File: src/rtl/param_code_detonator.sv
// Detonator control core: BCD code entry, arming, firing and a retry
// limit with a timed lockout. Keys arrive as debounced levels.
//
// state    | meaning
// IDLE     | waiting for setup key, idle lamp lit
// SETUP    | entering the arming code
// ARMED    | code stored, waiting for fire request
// ENTRY    | entering the code to detonate
// DETONATE | fired, red LED lit until wait_t
// LOCKOUT  | too many wrong codes, timed lock
module param_code_detonator #(
  parameter int DIGITS      = 4,
  parameter int MAX_TRIES   = 3,
  parameter int LOCK_CYCLES = 50000000
) (
  input  logic                clk,
  input  logic                rst,
  input  logic                wait_t,
  input  logic                setup,
  input  logic                ready,
  input  logic                fire,
  input  logic                sure,
  input  logic [3:0]          A,
  input  logic                confirm,
  output logic                lt,
  output logic                bt,
  output logic                rt_en,
  output logic                disp_en,
  output logic [4*DIGITS-1:0] passport,
  output logic [3:0]          tries_left,
  output logic                locked
);

  localparam int PW   = 4 * DIGITS;
  localparam int CNTW = $clog2(DIGITS + 1);
  localparam int LCW  = $clog2(LOCK_CYCLES);

  localparam logic [2:0] S_IDLE     = 3'd0;
  localparam logic [2:0] S_SETUP    = 3'd1;
  localparam logic [2:0] S_ARMED    = 3'd2;
  localparam logic [2:0] S_ENTRY    = 3'd3;
  localparam logic [2:0] S_DETONATE = 3'd4;
  localparam logic [2:0] S_LOCKOUT  = 3'd5;

  localparam logic [CNTW-1:0] CNT_FULL  = CNTW'(DIGITS);
  localparam logic [3:0]      TRIES_MAX = 4'(MAX_TRIES);
  localparam logic [LCW-1:0]  LOCK_LOAD = LCW'(LOCK_CYCLES - 1);

  // key bit order: wait_t, confirm, sure, fire, ready, setup
  logic [5:0]      keys;
  logic [5:0]      key_prev_q, key_prev_d;
  logic [5:0]      key_evt_q, key_evt_d;
  logic [2:0]      state_q, state_d;
  logic [PW-1:0]   passport_q, passport_d;
  logic [PW-1:0]   code_q, code_d;
  logic [CNTW-1:0] count_q, count_d;
  logic [3:0]      tries_q, tries_d;
  logic [LCW-1:0]  lock_q, lock_d;

  logic ev_wait, ev_confirm, ev_sure, ev_low, ev_fire, ev_ready, ev_setup;
  logic full, digit_ok;

  assign keys = {wait_t, confirm, sure, fire, ready, setup};

  // Rising-edge detection; the event is registered so all actions land
  // two cycles after the key rises.
  always_comb begin
    key_prev_d = keys;
    key_evt_d  = keys & ~key_prev_q;
  end

  // Only the highest-priority event of a cycle survives.
  always_comb begin
    ev_wait    = key_evt_q[5];
    ev_confirm = key_evt_q[4] & ~key_evt_q[5];
    ev_sure    = key_evt_q[3] & ~key_evt_q[4] & ~key_evt_q[5];
    ev_low     = ~|key_evt_q[5:3];
    ev_fire    = key_evt_q[2] & ev_low;
    ev_ready   = key_evt_q[1] & ev_low;
    ev_setup   = key_evt_q[0] & ev_low;
    full       = (count_q == CNT_FULL);
    digit_ok   = ev_sure & (A <= 4'd9) & ~full;
  end

  // Next-state and datapath update for the sequencing FSM.
  always_comb begin
    state_d    = state_q;
    passport_d = passport_q;
    code_d     = code_q;
    count_d    = count_q;
    tries_d    = tries_q;
    lock_d     = lock_q;
    case (state_q)
      S_IDLE: begin
        if (ev_setup) begin
          state_d    = S_SETUP;
          passport_d = '0;
          count_d    = '0;
        end
      end
      S_SETUP: begin
        if (ev_wait) begin
          state_d = S_IDLE;
        end else if (digit_ok) begin
          passport_d = (passport_q << 4) | PW'(A);
          count_d    = count_q + 1'b1;
        end else if (ev_ready && full) begin
          code_d  = passport_q;
          state_d = S_ARMED;
        end
      end
      S_ARMED: begin
        if (ev_wait) begin
          state_d = S_IDLE;
        end else if (ev_fire) begin
          state_d    = S_ENTRY;
          passport_d = '0;
          count_d    = '0;
        end
      end
      S_ENTRY: begin
        if (ev_wait) begin
          state_d = S_IDLE;
        end else if (ev_confirm) begin
          if (full && (passport_q == code_q)) begin
            state_d = S_DETONATE;
          end else begin
            tries_d = tries_q - 4'd1;
            if (tries_q == 4'd1) begin
              state_d = S_LOCKOUT;
              lock_d  = LOCK_LOAD;
            end else begin
              state_d = S_ARMED;
            end
          end
        end else if (digit_ok) begin
          passport_d = (passport_q << 4) | PW'(A);
          count_d    = count_q + 1'b1;
        end
      end
      S_DETONATE: begin
        if (ev_wait) state_d = S_IDLE;
      end
      S_LOCKOUT: begin
        if (lock_q == '0) begin
          state_d = S_ARMED;
          tries_d = TRIES_MAX;
        end else begin
          lock_d = lock_q - 1'b1;
        end
      end
      default: state_d = S_IDLE;
    endcase
    // returning to idle always wipes the code and restores the retry budget
    if (ev_wait && (state_q == S_SETUP || state_q == S_ARMED || state_q == S_ENTRY ||
                    state_q == S_DETONATE)) begin
      code_d     = '0;
      passport_d = '0;
      count_d    = '0;
      tries_d    = TRIES_MAX;
    end
  end

  // State and datapath registers.
  always_ff @(posedge clk or posedge rst) begin
    if (rst) begin
      key_prev_q <= '0;
      key_evt_q  <= '0;
      state_q    <= S_IDLE;
      passport_q <= '0;
      code_q     <= '0;
      count_q    <= '0;
      tries_q    <= TRIES_MAX;
      lock_q     <= '0;
    end else begin
      key_prev_q <= key_prev_d;
      key_evt_q  <= key_evt_d;
      state_q    <= state_d;
      passport_q <= passport_d;
      code_q     <= code_d;
      count_q    <= count_d;
      tries_q    <= tries_d;
      lock_q     <= lock_d;
    end
  end

  // Lamp and display decode from registered state.
  always_comb begin
    lt         = (state_q == S_IDLE);
    bt         = (state_q == S_ARMED) || (state_q == S_ENTRY);
    rt_en      = (state_q == S_DETONATE) || (state_q == S_LOCKOUT);
    disp_en    = (state_q == S_SETUP) || (state_q == S_ENTRY);
    locked     = (state_q == S_LOCKOUT);
    passport   = passport_q;
    tries_left = tries_q;
  end

endmodule

File: config.mk
export PLATFORM = sky130hd
export DESIGN_NAME = param_code_detonator
export DESIGN_NICKNAME = d
export VERILOG_FILES = /design/src/rtl/param_code_detonator.sv
export SDC_FILE = /design/constraint.sdc
export NUM_CORES = 1
export LEC_CHECK = 0
export BUFFER_PORTS_ARGS = -buffer_cell sky130_fd_sc_hd__buf_2
export CAP_MARGIN = 20
export CORE_AREA = 4 4 159 115
export CTS_BUF_LIST = sky130_fd_sc_hd__clkbuf_8 sky130_fd_sc_hd__clkbuf_16
export DETAILED_ROUTE_END_ITERATION = 7
export DIE_AREA = 0 0 163 119
export PLACE_DENSITY_LB_ADDON = 0.08
export SLEW_MARGIN = 0
export SYNTH_ARGS = -nofsm -noshare
export SYNTH_HDL_FRONTEND = slang
export SYNTH_SLANG_ARGS = --single-unit
export TNS_END_PERCENT = 5
File: constraint.sdc
create_clock -name clk -period 8.6 [get_ports clk]
set_clock_uncertainty 0.15 [all_clocks]
set_input_delay 1.72 -clock clk [delete_from_list [all_inputs] [get_ports clk]]
set_output_delay 1.72 -clock clk [all_outputs]
set_load 0.01 [all_outputs]
**Word level (Yosys, flattened, before mapping)**

Cells that the tools add are included.

- Register bits after elaboration: 80
- Latch bits: 0
- RAM bits: 0
- Bits in read-only memories: 0
- Input port bits: 12
- Memories kept: 0

- Add/subtract/negate cells: 3
- Multiply operators: 0
- Divide/modulo/power cells: 0
- $lt $le $gt $ge: 1
- Eq/ne operators: 31
- Shifts and indexed selects: 0
- Muxes and demuxes: 48
- Bitwise logic cells: 14
- Reduce and logical (&&, ||, !) cells: 23

Operators by type and width:

| cell | count |
|---|---|
| 2-to-1 mux 16 bit | 13 |
| 2-to-1 mux 26 bit | 5 |
| case mux 16 bit (4 select lines) | 1 |
| 2-to-1 mux 3 bit | 20 |
| case mux 26 bit (2 select lines) | 1 |
| != test 3 bit, second input constant | 9 |
| zero test 26 bit | 1 |
| subtractor 26 x 1 -> 26 bit, second input constant | 1 |
| 2-to-1 mux 4 bit | 5 |
| case mux 3 bit (6 select lines) | 1 |
| == test 16 bit | 1 |
| bitwise OR 16 x 4 -> 16 bit | 1 |
| AND reduction 7 bit | 2 |
| != test 2 bit, second input constant | 6 |
| case mux 3 bit (4 select lines) | 1 |
| == test 3 bit, second input constant | 3 |
| bitwise AND 1 bit | 8 |
| != test 2 x 1 -> 1 bit, second input constant | 4 |
| case mux 4 bit (2 select lines) | 1 |
| bitwise AND 6 bit | 1 |
| == test 3 x 2 -> 1 bit, second input constant | 2 |
| logical OR 1 bit | 6 |
| != test 3 x 1 -> 1 bit, second input constant | 2 |
| != test 3 x 2 -> 1 bit, second input constant | 2 |
| other kinds (17) | 23 |

**Logic depth before layout (Yosys ltp)**

Gate-level depths: netlist of run 1.

- Depth in word-level cells: 10
- Mapped depth: 10

**Worst setup path after synthesis of run 1**

OpenSTA, ideal clock, no wires.

- Path kind: register to output
- Start: register state_q[1]
- End: output port locked
- Arrival time: 1.710 ns
- Setup slack: 5.020 ns
- Stages on the path, launching flop included: 7
- Path through: dfrtp_1 buf_2 nor2b_1 nand2_1 inv_1 clkbuf_1 buf_1

- Cells in the longest elaborated chain, start to end: 1

RTL lines:

| element | RTL line | source |
|---|---|---|
| start: declaration | 53 | `logic [2:0] state_q, state_d;` |
| start signal: assignment | 178 | `state_q <= state_d;` |
| == test 3 bit | 193 | `locked = (state_q == S_LOCKOUT);` |
| end: declaration | 31 | `output logic locked` |

Every way passes these cells.

**Final worst setup path of run 1**

- Start: register state_q[2]
- End: output port locked

Same word-level chain as after synthesis.

==> impl_results.md, run 1 <==
* Worst Hold Launch: key_prev_q[0]
* Design Power at 1537 uW
* Worst-path clk slew at 0.06 ns
* Die X-Extent at about 160 um
* CTS tree: yes
* P per Cell Area at 315.1 nW/um^2
* Post-DP HPWL at around 7.3 mm
* DR vias/cell at 4.600
* Yosys reg bits at 80
* Inst Count DP at 695
* Combinational share of power at approximately a third
* Kind of critical path: flip-flop to output port
* Slew @ Worst Pin at 0.9647 ns
* Final nets at 494
* Worst path cell trace: nor2b_1 -> nand2_1 -> inv_1 -> buf_2
* Clk pwr share at 27.3%
* Initial antenna violation count at 0
* Final hold vios at 0
* Hold endpoint: key_evt_q[0]
* Vias in the first global route at 3245
* Cell taking the most area after synthesis: dfrtp_1
* Synth Cell Area at 4119 um^2
* Post-synth top flop: dfrtp_1
* Slowest-stage cell, CP: inv_1
* Root Driver: clkbuf_16
* Max rail drop VDD at 0.00009830 V
* DRT Wirelength at 10.63 mm
* Worst EP required at between 6 and 7 ns
* GP Congestion at 0.7552
* GR Util All Layers at 11.45%
* IO buf count at 36
* Io pins at 37
* Worst path arrival time at 2.56 ns
* Power Internal at 934.7 uW
* Syn_nets at 465
* Sw Ratio at 39.21%
* Fmax at 225.7 MHz
* Max-Cap Viols at 0
* Core Rows at 40
* Pleak at between 0.002 and 0.0025 uW
* Die area at ~19000 um^2
* Ys async rst share at 100.0%
* Clock tree buffer depth at 2
* First-pass GRT wire length at 17.47 mm
* Yosys cell types at 57
* Post-route minimum period at roughly 4.4 ns
* WL/cell at about 15 um
* Post-synth EDFFs at 0
* H-tree Lvls at 3
* DRT iter0 DRCs at around 150
* Hold Path Cell Cnt at 1
* Antenna cell count at 0
* Status: completed
* Reg2reg end: lock_q[8]
* Core Footprint at 16820 um^2
* Hold Crit Class: flip-flop to flip-flop
* Max Transition Viols Final at 0
* Clock Sinks at 80
* Total net switching power at about 600 uW
* Critical path's largest stage delay at 0.71 ns
* Worst Reg2Reg Path Length in Cells at 7
* Worst setup EP type: output port
* Reg2reg setup slack at just under 5 ns
* Setup crit start kind: flip-flop
* Starting Density at 24.49%
* FF-to-FF Start: state_q[2]
* Share of layout cells above drive strength 1 at 13.72%
* Relative slew slack at 35.45%
* Sequential element share of the synthesized area at between 40% and 50%
* Finished Layout Cells at 712
* DR DRC count at 0
* Grt total ovfl at 0
* Unrepaired setup endpoints after global routing: no
* Setup violations, final at 0
* Cts hold-fix bufs at 0
* Seq pwr share at 38.2%
* Tcrit/Tclk final at 51.53%
* Synthesized instance count at 447
* Syn_area_per_cell at 9.215 um^2
* Yosys top cell area share at 47.39%
* Cts bufs inserted at 9
* Post-CTS Setup Inserts at 0
* Clock Latency Late Sink at 0.34 ns
* Ranking of synthesized cells by area: dfrtp_1, nor2_1, mux2i_1, nand2_1, a21oi_1
* Pin count of the biggest net entering global routing at 66
* Resized cells post-CTS at 0
* Die height at 119 um
* DRT antenna net count at 0
* Crit path max fanout at 21
* Via Count at 3275
* TNS Setup at 0 ns
* First drt pass iteration count at 4
* Fill cells at 1842
* Synth Warn # at 0
* Area growth syn-to-layout at 18.47%
## per-stage QoR
stage	hold slack (ns)	cell area, um^2	setup slack (ns)	util [%]
after global routing	0.2498	4880	3.950	29.02
after CTS	0.2407	4852	4.085	28.85
after global placement	0.2333	4528	4.570	26.93
after floorplan	0.2277	4119	4.682	-
after detailed placement	0.2326	4528	4.470	26.93
final	0.2398	4880	4.169	29.02
## worst max path at each step
stage	startpoint	cells past startpoint	slack, ns	end
5_1_grt	state_q[2]	4	3.95	locked
2_1_floorplan	rst	1	4.68	code_q[0]
3_3_place_gp	state_q[2]	4	4.57	locked
3_5_place_dp	state_q[2]	4	4.47	locked
6_report	state_q[2]	4	4.17	locked
4_1_cts	state_q[2]	4	4.08	locked
## power groups by stage
stage               logic, uW  registers (uW)  clock network [uW]
detailed placement        541             593                   0
CTS                       543             588                 438
finish                    531             587                 420
floorplan                 382             569                   0
global placement          542             596                   0
global route              598             606                 452
## cell usage in the layout, fill, tap and decap left out, types with 4 or more instances in the layout
| master | instances |
|---|---|
| or3_1 | 6 |
| clkbuf_16 | 9 |
| a21oi_1 | 33 |
| nand2_1 | 45 |
| o41ai_1 | 6 |
| nor4_1 | 6 |
| nand4_1 | 7 |
| nor2_1 | 51 |
| o211ai_1 | 4 |
| o31ai_1 | 4 |
| xnor2_1 | 15 |
| and3_1 | 5 |
| ha_1 | 6 |
| nor3_1 | 15 |
| o21ai_0 | 22 |
| nor2b_1 | 11 |
| nand3_1 | 8 |
| dfrtp_1 | 78 |
| inv_1 | 31 |
| mux2i_1 | 19 |
| buf_2 | 36 |
## worst max-delay path: cells and delay by family, from the launching register on
kind / cells / cell delay (ns)
buffers and inverters: 2 / 0.96
flip-flops: 1 / 0.56
AND/OR/NAND/NOR: 2 / 0.69
## per-layer routing
metal | up-vias | track usage, % | share of wire, %
li1 | 1632 | - | -
met1 | 1571 | 16.96 | 53
met2 | 58 | 16.04 | 42
met3 | 14 | 3.286 | 4.1
met4 | 0 | 3.457 | 1.4
met5 | - | 0 | 0
## flip-flops by register name, indices dropped and copies added, names as in the netlist
register / flops
code_q: 16
count_q: 3
key_evt_q: 6
key_prev_q: 6
lock_q: 26
passport: 16
state_q: 3
tries_left: 4
## layout make-up
cell class              instances  area, um^2  share of cell area, %
inverters                      31       117.6                  2.410
well taps                     231       289.0                  5.923
repair buffers                 40       230.2                  4.718
multi-input cells             314        1914                  39.23
flip-flops and latches         80        2004                  41.08
clock inverters                 6       85.08                  1.744
clock buffers                  10       239.0                  4.897
## cells by family (layout without fill, tap and decap cells)
logic type	Yosys count	after routing	share of synthesized area, %
multiplexers	19	19	4.617
XOR/XNOR	17	17	3.615
flip-flops	80	80	48.66
adder cells (fa/ha/maj)	6	6	1.823
AND/OR/NAND/NOR	169	169	19.62
AO/OA/AOI/OAI	103	103	16.71
buffers and inverters	53	87	4.951
## synth_stat cells (7+ instances only)
| cell type | instances |
|---|---|
| o21ai_0 | 23 |
| nand2_1 | 45 |
| nand4_1 | 7 |
| nand3_1 | 8 |
| nor2b_1 | 11 |
| dfrtp_1 | 78 |
| a21oi_1 | 33 |
| nor3_1 | 15 |
| nor2_1 | 51 |
| mux2i_1 | 19 |
| clkbuf_1 | 17 |
| inv_1 | 31 |
| xnor2_1 | 15 |
(Power assumes the default switching activity.)
==> run 2, diff against run 1 <==
--- a/config.mk
+++ b/config.mk
@@ -5,12 +5,13 @@
 export SDC_FILE = /design/constraint.sdc
 export NUM_CORES = 1
 export LEC_CHECK = 0
+export ABC_AREA = 1
 export BUFFER_PORTS_ARGS = -buffer_cell sky130_fd_sc_hd__buf_2
 export CAP_MARGIN = 20
-export CORE_AREA = 4 4 159 115
+export CORE_AREA = 4 4 170 123
 export CTS_BUF_LIST = sky130_fd_sc_hd__clkbuf_8 sky130_fd_sc_hd__clkbuf_16
 export DETAILED_ROUTE_END_ITERATION = 7
-export DIE_AREA = 0 0 163 119
+export DIE_AREA = 0 0 174 127
 export PLACE_DENSITY_LB_ADDON = 0.08
 export SLEW_MARGIN = 0
 export SYNTH_ARGS = -nofsm -noshare
==> constraint.sdc (replaced) <==
create_clock -name clk -period 3.89 [get_ports clk]
set_clock_uncertainty 0.15 [all_clocks]
set_input_delay 0.778 -clock clk [delete_from_list [all_inputs] [get_ports clk]]
set_output_delay 0.778 -clock clk [all_outputs]
set_load 0.01 [all_outputs]
==> run 2 against run 1 <==
Combinational power grew to 3.6 times the previous value. Area after synthesis is 15% higher. Via count up 21%. Sequential share of layout area is 4.4 points lower. Hold slack lost 0.0025 ns. Non-clock buffer count decreased by 1. Utilization decreased by 0.82 points. Clock power increased by 130%. Flip-flop and latch count unchanged.
==> impl_results.md, run 2 <==
* GP Congestion at 0.8290 (was 0.7552)
* Clock tree buffer depth at 2 (unchanged)
* Unrepaired setup endpoints after global routing: no (unchanged)
* Die height at 127 um (was 119 um)
* Adder-Cell Fraction of Synth Area at 1.582% (was 1.823%)
* Worst EP required at 2.96 ns (was 6.73 ns)
* Worst Reg2Reg Path Length in Cells at 9 (was 7)
* Post-CTS Setup Inserts at 0 (unchanged)
* Share of layout cells above drive strength 1 at 19.14% (was 13.72%)
* Kind of critical path: flip-flop to output port (unchanged)
* Slew @ Worst Pin at 0.5393 ns (was 0.9647 ns)
* Resized cells post-CTS at 0 (unchanged)
* Max-Cap Viols at 0 (unchanged)
* Syn_nets at 627 (was 465)
* H-tree Lvls at 3 (unchanged)
* Cts hold-fix bufs at 0 (unchanged)
* Max rail drop VDD at 0.0002394 V (was 0.00009830 V)
* Final hold vios at 0 (unchanged)
* Cell taking the most area after synthesis: dfrtp_1 (unchanged)
* Tcrit/Tclk final at 68.64%
* Relative slew slack at 63.91% (was 35.45%)
* First-pass GRT wire length at 22.16 mm (was 17.47 mm)
* Xor/xnor share of the synthesized area at 4.430% (was 3.615%)
* Fmax at 374.5 MHz
* Biggest register: lock_q (unchanged)
* Synth Area in Compound Gates at 9.995% (was 16.71%)
* First drt pass iteration count at 5 (was 4)
* Synth Cell Area at 4745 um^2 (was 4119 um^2)
* Via Count at 3950 (was 3275)
* Post-DP HPWL at 9.802 mm (was 7.284 mm)
* TNS Setup at 0 ns (unchanged)
* Root Driver: clkbuf_16 (unchanged)
* Most instantiated cells after synthesis: nand2_1, nor2_1, dfrtp_1 (was dfrtp_1, nor2_1, nand2_1)
* Mux share of post-synthesis cell area at 0% (was 4.617%)
* Sequential element share of the synthesized area at 42.25% (was 48.66%)
* CTS tree: yes (unchanged)
* Most frequent cells in the layout: nand2_1, nor2_1, dfrtp_1 (was dfrtp_1, nor2_1, nand2_1)
* Initial antenna violation count at 0 (unchanged)
* Worst setup EP type: output port (unchanged)
* Grt total ovfl at 0 (unchanged)
* Starting Density at 24.50% (was 24.49%)
* Largest register FFs at 26 (unchanged)
* Yosys reg bits at 80 (unchanged)
* Largest family of logic cells by synthesized area: simple AND/OR/NAND/NOR gates (unchanged)
* Synth Warn # at 0 (unchanged)
* Core Footprint at 19370 um^2 (was 16820 um^2)
* Pleak at 0.002637 uW (was 0.002189 uW)
* DRT antenna net count at 0 (unchanged)
* Commonest non-fill, non-tap cell in the layout: nand2_1 (was dfrtp_1)
* Synth Area in Simple Gates at 33.39% (was 19.62%)
* Setup violations, final at 0 (unchanged)
* Core Rows at 43 (was 40)
* Critical Path End: disp_en (was locked)
* Worst path arrival time at 1.74 ns (was 2.56 ns)
* Ys async rst share at 100.0% (unchanged)
* Multi-input gate area at 2344 um^2 (was 1914 um^2)
* GR Util All Layers at 12.69% (was 11.45%)
* Die area at 22100 um^2 (was 19400 um^2)
* WL/cell at 14.63 um (was 14.93 um)
* Post-route minimum period at 2.670 ns
* Io pins at 37 (unchanged)
* Hold Crit Class: flip-flop to flip-flop (unchanged)
* Clock Latency Late Sink at 0.35 ns (was 0.34 ns)
* FF-to-FF Start: state_q[1] (was state_q[2])
* P per Cell Area at 772.9 nW/um^2 (was 315.1 nW/um^2)
* Clock Sinks at 80 (unchanged)
* Worst-path clk slew at 0.06 ns (about the same)
* Post-synth EDFFs at 0 (unchanged)
* IO buf count at 36 (unchanged)
* DRT iter0 DRCs at 268 (was 153)
* Final core occ at 28.20% (was 29.02%)
* Cts bufs inserted at 9 (unchanged)
* Final nets at 661 (was 494)
* Ranking of synthesized cells by area: dfrtp_1, nand2_1, nor2_1, nand3_1, inv_1 (was dfrtp_1, nor2_1, mux2i_1, nand2_1, a21oi_1)
* Max Transition Viols Final at 0 (unchanged)
* Fill cells at 2123 (was 1842)
* Die X-Extent at 174 um (was 163 um)
* Antenna cell count at 0 (unchanged)
* DRT Wirelength at 13.09 mm (was 10.63 mm)
* Synthesized instance count at 609 (was 447)
* Area growth syn-to-layout at 15.11% (was 18.47%)
* Pin count of the biggest net entering global routing at 53 (was 66)
* Reg2reg setup slack at 1.49 ns (was 4.82 ns)
* Yosys top cell area share at 41.14% (was 47.39%)
* Crit path max fanout at 15 (was 21)
* Syn_area_per_cell at 7.791 um^2 (was 9.215 um^2)
* Hold Path Cell Cnt at 1 (unchanged)
* Reg2reg end: passport[15] (was lock_q[8])
* DR vias/cell at 4.413 (was 4.600)
* Setup crit start kind: flip-flop (unchanged)
* Status: completed (unchanged)
* CP startpoint: state_q[1] (was state_q[2])
* Yosys cell types at 39 (was 57)
* Post-synth top flop: dfrtp_1 (unchanged)
* Seq. cell area at 2004 um^2 (unchanged)
* DR DRC count at 0 (unchanged)
* Vias in the first global route at 3930 (was 3245)
* Count leader, synth: nand2_1 (was dfrtp_1)
## run 2: changes by cell type in the layout (fill, tap and decap cells not counted), sizes merged, moves of 9 or more
cell / before / now
nand2: 45 / 144
nor2: 51 / 101
nand3: 8 / 55
inv: 31 / 74
o21ai: 25 / 62
a21oi: 34 / 5
mux2i: 19 / 0
nand4: 7 / 19
nor2b: 11 / 0
nor3: 15 / 6
## run 2: how the worst min path moves through the flow
stage	startpoint	endpoint	slack (ns)
6_report	key_prev_q[4]	key_evt_q[4]	0.24
5_1_grt	key_prev_q[0]	key_evt_q[0]	0.25
4_1_cts	key_prev_q[4]	key_evt_q[4]	0.24
3_5_place_dp	key_prev_q[3]	key_evt_q[3]	0.23
3_3_place_gp	key_prev_q[1]	key_evt_q[1]	0.23
2_1_floorplan	key_prev_q[0]	key_evt_q[0]	0.23
## run 2: power by group
part / internal (uW) / switching (uW) / total [uW]
combinational: 653 / 1240 / 1890
sequential: 1080 / 298 / 1380
clock: 564 / 384 / 948
## run 2: layout make-up
type / count / share of cell area [%]
clock buffer: 9 / 4.124
multi-input combinational: 440 / 42.91
inverter: 73 / 5.132
clock inverter: 7 / 1.764
tap: 247 / 5.659
timing repair buffer: 39 / 3.711
sequential: 80 / 36.70
## run 2: cell families after synthesis
logic type               Yosys count
adder cells (fa/ha/maj)            6
flip-flops                        80
AO/OA/AOI/OAI                     71
AND/OR/NAND/NOR                  339
XOR/XNOR                          24
buffers and inverters             89
## run 2: layer usage
layer,routed length (um),track usage [%]
met5,0,0
met4,162,3.630
met3,388,2.692
met2,4974,16.66
met1,7569,20.38
## run 2: critical path, cell delays in order, from the launching register on
cell and delay [ns]:
dfrtp_1 0.44, inv_1 0.12, nand2_1 0.13, o21ai_4 0.47, buf_2 0.23
## run 2: through the flow
stage	worst slack, ns	cell area, um^2	total power (uW)	instances	hold slack [ns]
finish	1.220	5461	4221	895	0.2373
global route	1.090	5461	4604	895	0.2505
CTS	1.191	5461	4284	895	0.2415
detailed placement	1.389	5140	3318	879	0.2315
global placement	1.426	5140	3313	879	0.2320
floorplan	0.9136	4745	2795	609	0.2263
==> run 3, diff against run 2 <==
==> constraint.sdc (replaced) <==
create_clock -name clk -period 2.4 [get_ports clk]
set_clock_uncertainty 0.15 [all_clocks]
set_input_delay 0.48 -clock clk [delete_from_list [all_inputs] [get_ports clk]]
set_output_delay 0.48 -clock clk [all_outputs]
set_load 0.01 [all_outputs]
==> run 3 against run 2 <==
Total power up 63%. Non-clock buffer count increased by 11. Register-to-register slack got worse by 1.3 ns. Sequential power rose by 59%. Largest power group unchanged.
==> impl_results.md, run 3 (synthesis gave the netlist of run 2 again) <==
* DRT iter0 DRCs at 264 (was 268)
* Area growth syn-to-layout at 17.62% (was 15.11%)
* Setup crit start kind: flip-flop (unchanged)
* Largest register FFs at 26 (unchanged)
* Biggest register: lock_q (unchanged)
* Design Power at 6861 uW (was 4221 uW)
* Final nets at 673 (was 661)
* Reg2reg setup slack at 0.22 ns (was 1.49 ns)
* Via Count at 3955 (was 3950)
* H-tree Lvls at 3 (unchanged)
* Die area at 22100 um^2 (unchanged)
* CTS tree: yes (unchanged)
* Combinational share of power at 46.8% (was 44.9%)
* Met3 wire len at 405 um (was 388 um)
* Final core occ at 28.81% (was 28.20%)
* Clk pwr share at 21.1% (was 22.5%)
* Final WS setup at 0.1690 ns (was 1.220 ns)
* IO buf count at 36 (unchanged)
* Status: completed (unchanged)
* Core Rows at 43 (unchanged)
* Pin count of the biggest net entering global routing at 53 (unchanged)
* DRT Wirelength at 13.07 mm (was 13.09 mm)
* Root Driver: clkbuf_16 (unchanged)
* Total net switching power at 3105 uW (was 1923 uW)
* Pleak at 0.002696 uW (was 0.002637 uW)
* First drt pass iteration count at 5 (unchanged)
* Met1 WL at 7.251 mm (was 7.569 mm)
* Worst path arrival time at 1.60 ns (was 1.74 ns)
* Hold Crit Class: input pin to asynchronous set/reset pin (was flip-flop to flip-flop)
* Met2 wire length at 5.285 mm (was 4.974 mm)
* DR vias/cell at 4.361 (was 4.413)
* Post-CTS Setup Inserts at 0 (unchanged)
* Core Footprint at 19370 um^2 (unchanged)
* Tcrit/Tclk final at 92.96%
* Worst EP required at 1.77 ns (was 2.96 ns)
* Clock Sinks at 80 (unchanged)
* Setup violations, final at 0 (unchanged)
* Antenna cell count at 0 (unchanged)
* Io pins at 37 (unchanged)
* Cts hold-fix bufs at 0 (unchanged)
* Kind of critical path: flip-flop to output port (unchanged)
* GR Util All Layers at 12.11% (was 12.69%)
* Final hold vios at 0 (unchanged)
* DR DRC count at 0 (unchanged)
* Post-route minimum period at 2.231 ns
* Seq pwr share at 32.0% (was 32.7%)
* Cts bufs inserted at 9 (unchanged)
* Commonest non-fill, non-tap cell in the layout: nand2_1 (unchanged)
* Crit path max fanout at 6 (was 15)
* Top Metal Used: met4 (unchanged)
* Fmax at 448.2 MHz
* Min Hold Slack at 0.07358 ns (was 0.2373 ns)
* Worst setup EP type: output port (unchanged)
* Worst-path clk slew at 0.07 ns (was 0.06 ns)
* Relative slew slack at 56.81% (was 63.91%)
* Sw Ratio at 45.26% (was 45.56%)
* Max Transition Viols Final at 0 (unchanged)
* GP Congestion at 0.8413 (was 0.8290)
* Die height at 127 um (unchanged)
* Post-DP HPWL at 9.618 mm (was 9.802 mm)
* Starting Density at 24.50% (unchanged)
* Share of layout cells above drive strength 1 at 20.91% (was 19.14%)
* Power Internal at 3756 uW (was 2298 uW)
* Clock tree buffer depth at 2 (unchanged)
* Grt total ovfl at 0 (unchanged)
* Slew @ Worst Pin at 0.6464 ns (was 0.5393 ns)
* WL/cell at 14.41 um (was 14.63 um)
* DRT antenna net count at 0 (unchanged)
* Unrepaired setup endpoints after global routing: no (unchanged)
* Worst slack at placement at 0.1323 ns (was 1.389 ns)
* First-pass GRT wire length at 21.49 mm (was 22.16 mm)
* Initial antenna violation count at 0 (unchanged)
* Max-Cap Viols at 0 (unchanged)
* Vias in the first global route at 3889 (was 3930)
* Fill cells at 2088 (was 2123)
* Clock Latency Late Sink at 0.34 ns (was 0.35 ns)
* TNS Setup at 0 ns (unchanged)
* Most frequent cells in the layout: nand2_1, nor2_1, dfrtp_1 (unchanged)
* P per Cell Area at 1229 nW/um^2 (was 772.9 nW/um^2)
* Die X-Extent at 174 um (unchanged)
* Max rail drop VDD at 0.0003340 V (was 0.0002394 V)
==> run 3: area by class of cell <==
cell class                 count  area, um^2  area share [%]
tap                          247       309.0           5.538
multi-input combinational    441        2366           42.40
timing repair buffer          50       310.3           5.561
inverter                      73       282.8           5.067
sequential                    80        2004           35.92
clock buffer                  11       252.7           4.529
clock inverter                 5       55.05          0.9865
==> run 3: power by group through the flow <==
stage	logic [uW]	clock network, uW	registers, uW
floorplan	2360	0	2170
global placement	3220	0	2230
detailed placement	3220	0	2230
CTS	3230	1510	2200
global route	3650	1560	2270
finish	3210	1450	2200
==> run 3: through the flow <==
stage / area [um^2] / std cells
floorplan: 4748 / 609
global placement: 5250 / 890
detailed placement: 5250 / 890
CTS: 5558 / 906
global route: 5580 / 907
finish: 5580 / 907
==> run 3: repair_timing <==
action,in CTS,in global routing
setup endpoints to repair,0,20
resized for setup,0,2
hold endpoints to repair,0,0
==> run 3: critical path, stage by stage, from the launching register on <==
cell     delay, ns
dfrtp_1       0.46
inv_2         0.17
nand2_4       0.09
nor2_8        0.16
inv_4         0.07
o21ai_4       0.11
buf_2         0.19
==> run 3: layer usage <==
layer	vias to the layer above	GRT usage (%)
met1	1846	18.71
met2	50	16.98
met4	0	2.792
li1	2049	-
met5	-	0
met3	10	2.780
==> run 3: final timing paths <==
check | from | endpoint | depth (start not counted)
setup / recovery | state_q[2] | disp_en | 6
hold / removal | rst | lock_q[18] | 2
setup reg to reg | count_q[0] | lock_q[18] | 11
hold reg to reg | key_prev_q[3] | key_evt_q[3] | 1
max in group asynchronous | rst | tries_left[0] | 3
min in group clk | fire | key_prev_q[2] | 1
